[config.mk]
export PLATFORM = sky130hd
export DESIGN_NAME = mem_bus_fabric
export DESIGN_NICKNAME = d
export VERILOG_FILES = /design/src/rtl/bus_pkg.sv /design/src/rtl/addr_decode.sv /design/src/rtl/mem_bus_fabric.sv
export SDC_FILE = /design/constraint.sdc
export NUM_CORES = 1
export LEC_CHECK = 0
export ABC_AREA = 1
export BUFFER_PORTS_ARGS = -buffer_cell sky130_fd_sc_hd__buf_2
export CORE_MARGIN = 10
export CORE_UTILIZATION = 26
export DETAILED_ROUTE_END_ITERATION = 7
export GPL_TIMING_DRIVEN = 0
export PLACE_DENSITY_LB_ADDON = 0.25
export SLEW_MARGIN = 10
export SYNTH_ARGS = -nofsm -noshare
export SYNTH_HDL_FRONTEND = slang
export SYNTH_HIERARCHICAL = 1
export SYNTH_SLANG_ARGS = --single-unit
[constraint.sdc]
create_clock -name clk -period 3.7 [get_ports clk]
set_input_delay 0.185 -clock clk [delete_from_list [all_inputs] [get_ports clk]]
set_output_delay 0.185 -clock clk [all_outputs]
set_load 0.02 [all_outputs]
[src/rtl/bus_pkg.sv]
// Shared encodings for the memory bus fabric: FSM states, error codes and
// the widths of the latched slave index and the select-cycle counter.
package bus_pkg;

    localparam int IDX_W = 3;
    localparam int CNT_W = 16;

    typedef enum logic [1:0] {
        IDLE = 2'd0,
        WAIT = 2'd1,
        ERR  = 2'd2
    } state_e;

    typedef enum logic [1:0] {
        ERR_NONE     = 2'b00,
        ERR_UNMAPPED = 2'b01,
        ERR_TIMEOUT  = 2'b10
    } err_code_e;

endpackage

[src/rtl/addr_decode.sv]
// Combinational base/mask address matcher; the lowest-numbered matching
// slave wins and is reported both one-hot and as a binary index.
module addr_decode
    import bus_pkg::*;
#(
    parameter int                       NUM_SLAVES = 4,
    parameter logic [32*NUM_SLAVES-1:0] SLV_BASE   = '0,
    parameter logic [32*NUM_SLAVES-1:0] SLV_MASK   = '0
) (
    input  logic [31:0]           addr,
    output logic                  hit,
    output logic [NUM_SLAVES-1:0] onehot,
    output logic [IDX_W-1:0]      idx
);

    always_comb begin
        hit    = 1'b0;
        onehot = '0;
        idx    = '0;
        // Walk from the top down so a lower-index match overrides a higher one.
        for (int i = NUM_SLAVES - 1; i >= 0; i--) begin
            if ((addr & SLV_MASK[32*i +: 32]) == SLV_BASE[32*i +: 32]) begin
                hit    = 1'b1;
                onehot = NUM_SLAVES'(1) << i;
                idx    = IDX_W'(i);
            end
        end
    end

endmodule

[src/rtl/mem_bus_fabric.sv]
// Single-master to multi-slave memory bus fabric with address decode,
// wait-state tracking, timeout and unmapped-access error termination.
module mem_bus_fabric
    import bus_pkg::*;
#(
    parameter int                       NUM_SLAVES     = 4,
    parameter logic [32*NUM_SLAVES-1:0] SLV_BASE       = {32'h8000_0010, 32'h8000_0008,
                                                          32'h8000_0000, 32'h0000_0000},
    parameter logic [32*NUM_SLAVES-1:0] SLV_MASK       = {32'hFFFF_FFFF, 32'hFFFF_FFF8,
                                                          32'hFFFF_FFFF, 32'hFFFF_E000},
    parameter int                       TIMEOUT_CYCLES = 255,
    parameter logic [31:0]              ERR_RDATA      = 32'hDEAD_BEEF
) (
    input  logic                       clk,
    input  logic                       reset,
    input  logic                       mem_valid,
    input  logic [31:0]                mem_addr,
    input  logic [3:0]                 mem_wstrb,
    output logic                       mem_ready,
    output logic [31:0]                mem_rdata,
    output logic [NUM_SLAVES-1:0]      slv_sel,
    input  logic [NUM_SLAVES-1:0]      slv_ready,
    input  logic [32*NUM_SLAVES-1:0]   slv_rdata,
    output logic                       err_irq,
    output logic [1:0]                 err_type,
    output logic [31:0]                err_addr,
    output logic [7:0]                 err_count
);

    state_e                  state, state_n;
    logic [CNT_W-1:0]        cnt, cnt_n;
    logic [IDX_W-1:0]        lat_idx, lat_idx_n;
    err_code_e               err_type_q, err_code_n;
    logic [31:0]             err_addr_q;
    logic [7:0]              err_count_q;
    logic                    err_irq_q;
    logic                    err_enter;

    logic                    dec_hit;
    logic [NUM_SLAVES-1:0]   dec_oh;
    logic [IDX_W-1:0]        dec_idx;
    logic [NUM_SLAVES-1:0]   lat_oh;
    logic [NUM_SLAVES-1:0]   sel_c;
    logic                    ready_c;
    logic                    use_err_c;
    logic [32*NUM_SLAVES-1:0] rd_masked;
    logic [31:0]             rdata_c;

    // Byte enables do not affect routing; writes and reads decode identically.
    logic wstrb_unused;
    assign wstrb_unused = |mem_wstrb;

    function automatic logic [7:0] sat_inc8(input logic [7:0] v);
        return (v == 8'hFF) ? v : v + 8'd1;
    endfunction

    addr_decode #(
        .NUM_SLAVES (NUM_SLAVES),
        .SLV_BASE   (SLV_BASE),
        .SLV_MASK   (SLV_MASK)
    ) u_addr_decode (
        .addr   (mem_addr),
        .hit    (dec_hit),
        .onehot (dec_oh),
        .idx    (dec_idx)
    );

    genvar g;
    generate
        for (g = 0; g < NUM_SLAVES; g++) begin : g_slave
            assign lat_oh[g]              = (lat_idx == IDX_W'(g));
            assign rd_masked[32*g +: 32]  = slv_rdata[32*g +: 32] & {32{sel_c[g]}};
        end
    endgenerate

    always_comb begin
        state_n    = state;
        cnt_n      = cnt;
        lat_idx_n  = lat_idx;
        err_enter  = 1'b0;
        err_code_n = ERR_NONE;
        sel_c      = '0;
        ready_c    = 1'b0;
        use_err_c  = 1'b0;
        case (state)
            IDLE: begin
                if (mem_valid) begin
                    if (dec_hit) begin
                        sel_c   = dec_oh;
                        ready_c = |(slv_ready & dec_oh);
                        if (!ready_c) begin
                            state_n   = WAIT;
                            lat_idx_n = dec_idx;
                            cnt_n     = CNT_W'(1);
                        end
                    end else begin
                        state_n    = ERR;
                        err_enter  = 1'b1;
                        err_code_n = ERR_UNMAPPED;
                    end
                end
            end
            WAIT: begin
                if (!mem_valid) begin
                    state_n = IDLE;
                    cnt_n   = '0;
                end else begin
                    sel_c   = lat_oh;
                    ready_c = |(slv_ready & lat_oh);
                    if (ready_c) begin
                        state_n = IDLE;
                        cnt_n   = '0;
                    end else if (cnt == CNT_W'(TIMEOUT_CYCLES - 1)) begin
                        // The IDLE cycle plus TIMEOUT_CYCLES-1 WAIT cycles already selected.
                        state_n    = ERR;
                        cnt_n      = '0;
                        err_enter  = 1'b1;
                        err_code_n = ERR_TIMEOUT;
                    end else begin
                        cnt_n = cnt + CNT_W'(1);
                    end
                end
            end
            ERR: begin
                ready_c   = 1'b1;
                use_err_c = 1'b1;
                state_n   = IDLE;
            end
            default: state_n = IDLE;
        endcase
        if (reset) begin
            sel_c     = '0;
            ready_c   = 1'b0;
            use_err_c = 1'b0;
        end
    end

    always_comb begin
        rdata_c = '0;
        if (use_err_c) begin
            rdata_c = ERR_RDATA;
        end else if (ready_c) begin
            for (int i = 0; i < NUM_SLAVES; i++) begin
                rdata_c = rdata_c | rd_masked[32*i +: 32];
            end
        end
    end

    always_ff @(posedge clk) begin
        if (reset) begin
            state       <= IDLE;
            cnt         <= '0;
            lat_idx     <= '0;
            err_type_q  <= ERR_NONE;
            err_addr_q  <= '0;
            err_count_q <= '0;
            err_irq_q   <= 1'b0;
        end else begin
            state     <= state_n;
            cnt       <= cnt_n;
            lat_idx   <= lat_idx_n;
            err_irq_q <= err_enter;
            if (err_enter) begin
                err_type_q  <= err_code_n;
                err_addr_q  <= mem_addr;
                err_count_q <= sat_inc8(err_count_q);
            end
        end
    end

    assign slv_sel   = sel_c;
    assign mem_ready = ready_c;
    assign mem_rdata = rdata_c;
    assign err_irq   = err_irq_q;
    assign err_type  = err_type_q;
    assign err_addr  = err_addr_q;
    assign err_count = err_count_q;

endmodule

==> results.md <==
* Status: complete, no violations
* Asr flop ratio synth at 0%
* Grt peak-use layer: met2
* Number of cells traversed by the worst hold path at 3
* Clock period minus worst slack at 2.78 ns
* Type of the worst setup path: input port to primary output
* TritonCTS clock tree: yes
* Number of synthesized flops with an enable pin at 0
* Clock transition at the register clock pins on the worst setup and hold paths after CTS at 0.06 ns
* Non-Filler Instances at 1245
* Vertical extent of the die at 153 um
* Per-cell via count in the routed design at 4.49
* Die span in x at 153 um
* Cell class contributing the biggest share of worst-path delay: simple AND/OR/NAND/NOR gates
* Longest individual stage delay on the worst path at 0.39 ns
* Number of antenna repair diodes at 0
* Initial DRC Count at 202
* IO Port Bufs at 244
* Design Power at 1890 uW
* Xor-xnor portion of the synthesized cell area at 1.15%
* Netlist area before placement at 4580 um^2
* Static leakage power at 0.00314 uW
* Number of buffers inserted by hold repair at cts at 0
* Dominant combinational cell family by area after synthesis: simple AND/OR/NAND/NOR gates
* Antenna violations before repair at 1
* Largest fanout of any net on the critical path at 10
* Primary FF master, synth: sky130_fd_sc_hd__dfxtp_1
* Max-slew headroom at the worst pin at 53.1%
* Proportion of layout cells with a drive suffix above 1 at 36.6%
* Wire length of the first global-routing pass at 29800 um
* Later-pin clock latency in the skew report at 0.33 ns
* Synth top area share at 28.0%
* Mux share of post-synthesis cell area at 0%
* Fraction of the mapped netlist area in compound gates at 10.9%
* Worst setup EP type: primary output
* Number of register bits inferred by synthesis at 64
* Synth top area cells: sky130_fd_sc_hd__dfxtp_1 (28%), sky130_fd_sc_hd__nand2_1 (18%), sky130_fd_sc_hd__nor2_1 (11%)
* Sum of net half-perimeters after detailed placement at 15200 um
* Maximum operating frequency at 359 MHz
* Clock network power share at 44.7%
* Most used standard cells in the synthesized netlist: sky130_fd_sc_hd__nand2_1 (221), sky130_fd_sc_hd__nor2_1 (132), sky130_fd_sc_hd__nand3_1 (95)
* Maximum clock skew at final layout at 0.00819 ns
* NumNets Final at 1190
* Full die area at 23300 um^2
* WL per Instance at 14.9 um
* Post-synthesis share of cell area spent on and, or, nand and nor gates at 49.4%
* Total global-route track usage at 15.3%
* Met1 demand-to-capacity share in global routing at 18.2%
* Row cnt at 48
* Power per cell area at 296 nW/um^2
* Global-route track usage on met2 at 25.8%
* Met3 global-route usage at 5.19%
* Levels on crit path at 17
* Category of the worst setup path launch point: input port
* Max-cap violations at 0
* Synth Area in Adders at 0.820%
* DRC violations left at 0
* Number of ports placed on the die boundary at 251
* Number of setup violations in the final report at 0
* Sequential share of the synthesized area at 28.0%
* Cell chosen for the clock root: sky130_fd_sc_hd__clkbuf_16
* Post-Synthesis Cells at 761
* Internal power at 1380 uW
* Area of the placeable core at 17300 um^2
* Tightest Hold Check Type: input port to flip-flop
* Weighted congestion at the end of routability-driven global placement at 0.872
* Number of max-slew violations in the final report at 0
* Clock buffers created by TritonCTS at 9
* Worst-case register-to-register setup slack at 1.81 ns
* Seq pwr share at 38.7%
* Transition time at the pin with the least slew margin at 0.704 ns
* Synth unique cells at 31
* Maximum number of pins on one net before global-route repair at 12
* Top cell type by total area after synthesis: sky130_fd_sc_hd__dfxtp_1
* Critical-path top delay cell: sky130_fd_sc_hd__a21oi_2
* Vias in the first global route at 5543
* Setup repair after global routing missed its margin: no
* Clock sink count at 64
* Hold Violations, Final at 0
* Vias after detailed routing at 5591
* Share of power burned in combinational logic at 16.5%
* Syn Nets at 935
* Effective utilization at floorplan at 26.5%
* Switching part of the total at 26.6%
* Synthesized area divided by synthesized cell count at 6.01 um^2
* Ys Warns at 6
* Cells traversed along the worst timing path: buf_2 -> nor2_1 -> nand2_1 -> nor2_1 -> inv_1 -> nor2_1 -> nor2_1 -> nand2_1 -> clkbuf_2 -> nand3_1 -> a21oi_2 -> buf_4 -> nand2_1 -> nand3_1 -> nor2_1 -> nor2_1 -> buf_2
* Switching power total at 501 uW
* Number of gates given a new drive strength after cts at 0
* Final Cycle Share at 75.2%
* Remaining antenna violation count at 0
* Number of iterations in the first detailed-routing pass at 5
* Data required time at the worst endpoint at 3.51 ns
* GR Overflow Total at 0
* Inst Count DP at 1230
* Buffers from clock root to sink, at most at 2
* Final sum of negative setup slack at 0 ns
* Cell with the most instances after synthesis: sky130_fd_sc_hd__nand2_1
* Number of setup buffers added after CTS at 0
* Routed wire length at 18500 um
* CP bufs+invs at 5
* Layout-stage area growth over the synthesis result at 39.3%
* CP Data Arrival Time at 2.60 ns
* Critical Path Most Common Cell: sky130_fd_sc_hd__nor2_1
* Number of levels the H-tree was split into at 3
* Cells on worst reg2reg path at 10
* Max VDD drop at 0.222 mV
worst reg2reg max path, delay by kind of cell (launching register included):
family | cells | cell delay (ns)
AND/OR/NAND/NOR | 8 | 1.13
flip-flops | 1 | 0.39
adder cells (fa/ha/maj) | 1 | 0.21
buffers and inverters | 1 | 0.05
sequential cells by signal, summed over array words and instances (netlist names):
register   cells
err_irq        1
err_count      8
lat_idx        3
err_addr      32
cnt           16
state          2
err_type       2
metal layers:
metal | vias to the layer above | wire length (um)
met4 | 2 | 233
met5 | - | 13
met1 | 2459 | 8100
li1 | 2927 | -
met2 | 176 | 8750
met3 | 27 | 1410
placed cells by master (no fill, tap or decap), drive strengths merged:
master / instances
dfxtp: 64
clkbuf: 21
nand4: 9
xnor2: 2
nand2: 257
inv: 51
nor2: 142
nand3b: 2
ha: 3
bufinv: 1
nand3: 96
xor2: 4
nor3: 14
a21oi: 62
buf: 272
conb: 1
clkinvlp: 3
clkinv: 2
o21ai: 14
final cells by class:
type                       instances  area (um^2)
sequential                        64         1280
clock buffer                      10          239
multi-input combinational        606         2860
tap                              225          282
buffer                            39          245
clock inverter                     5         57.6
inverter                          52          195
fill                            1934        10900
timing repair buffer             244         1220
worst paths after layout:
kind,startpoint,to
max,mem_addr[17],mem_rdata[2]
min,mem_addr[14],err_addr[14]
max reg2reg,err_count[0],err_count[5]
min reg2reg,err_type[0],err_type[0]
power groups by stage:
stage	registers, uW	logic, uW	clock network, uW
after floorplan	773	130	0
after global placement	745	312	0
after detailed placement	744	314	0
after CTS	730	315	863
after global routing	733	345	892
final	730	311	844
logic make-up (layout without fill, tap and decap cells):
group / after synthesis / count (layout)
and+or+nand+nor: 520 / 520
other: 1 / 1
AOI/OAI and AO/OA: 76 / 76
buffers and inverters: 91 / 350
DFF: 64 / 64
adders and majority gates: 3 / 3
xor gates and xnor gates: 6 / 6
per-stage QoR:
stage               utilization (%)  setup slack, ns  instance area (um^2)  hold slack (ns)
detailed placement             35.1            0.861                  6080            0.448
global route                   36.9            0.527                  6380           0.0960
finish                         36.9            0.918                  6380           0.0998
floorplan                         -             1.57                  4580            0.321
global placement               35.1            0.893                  6080            0.444
CTS                            36.9            0.865                  6380           0.0904
Power figures use the tool's default switching activity.
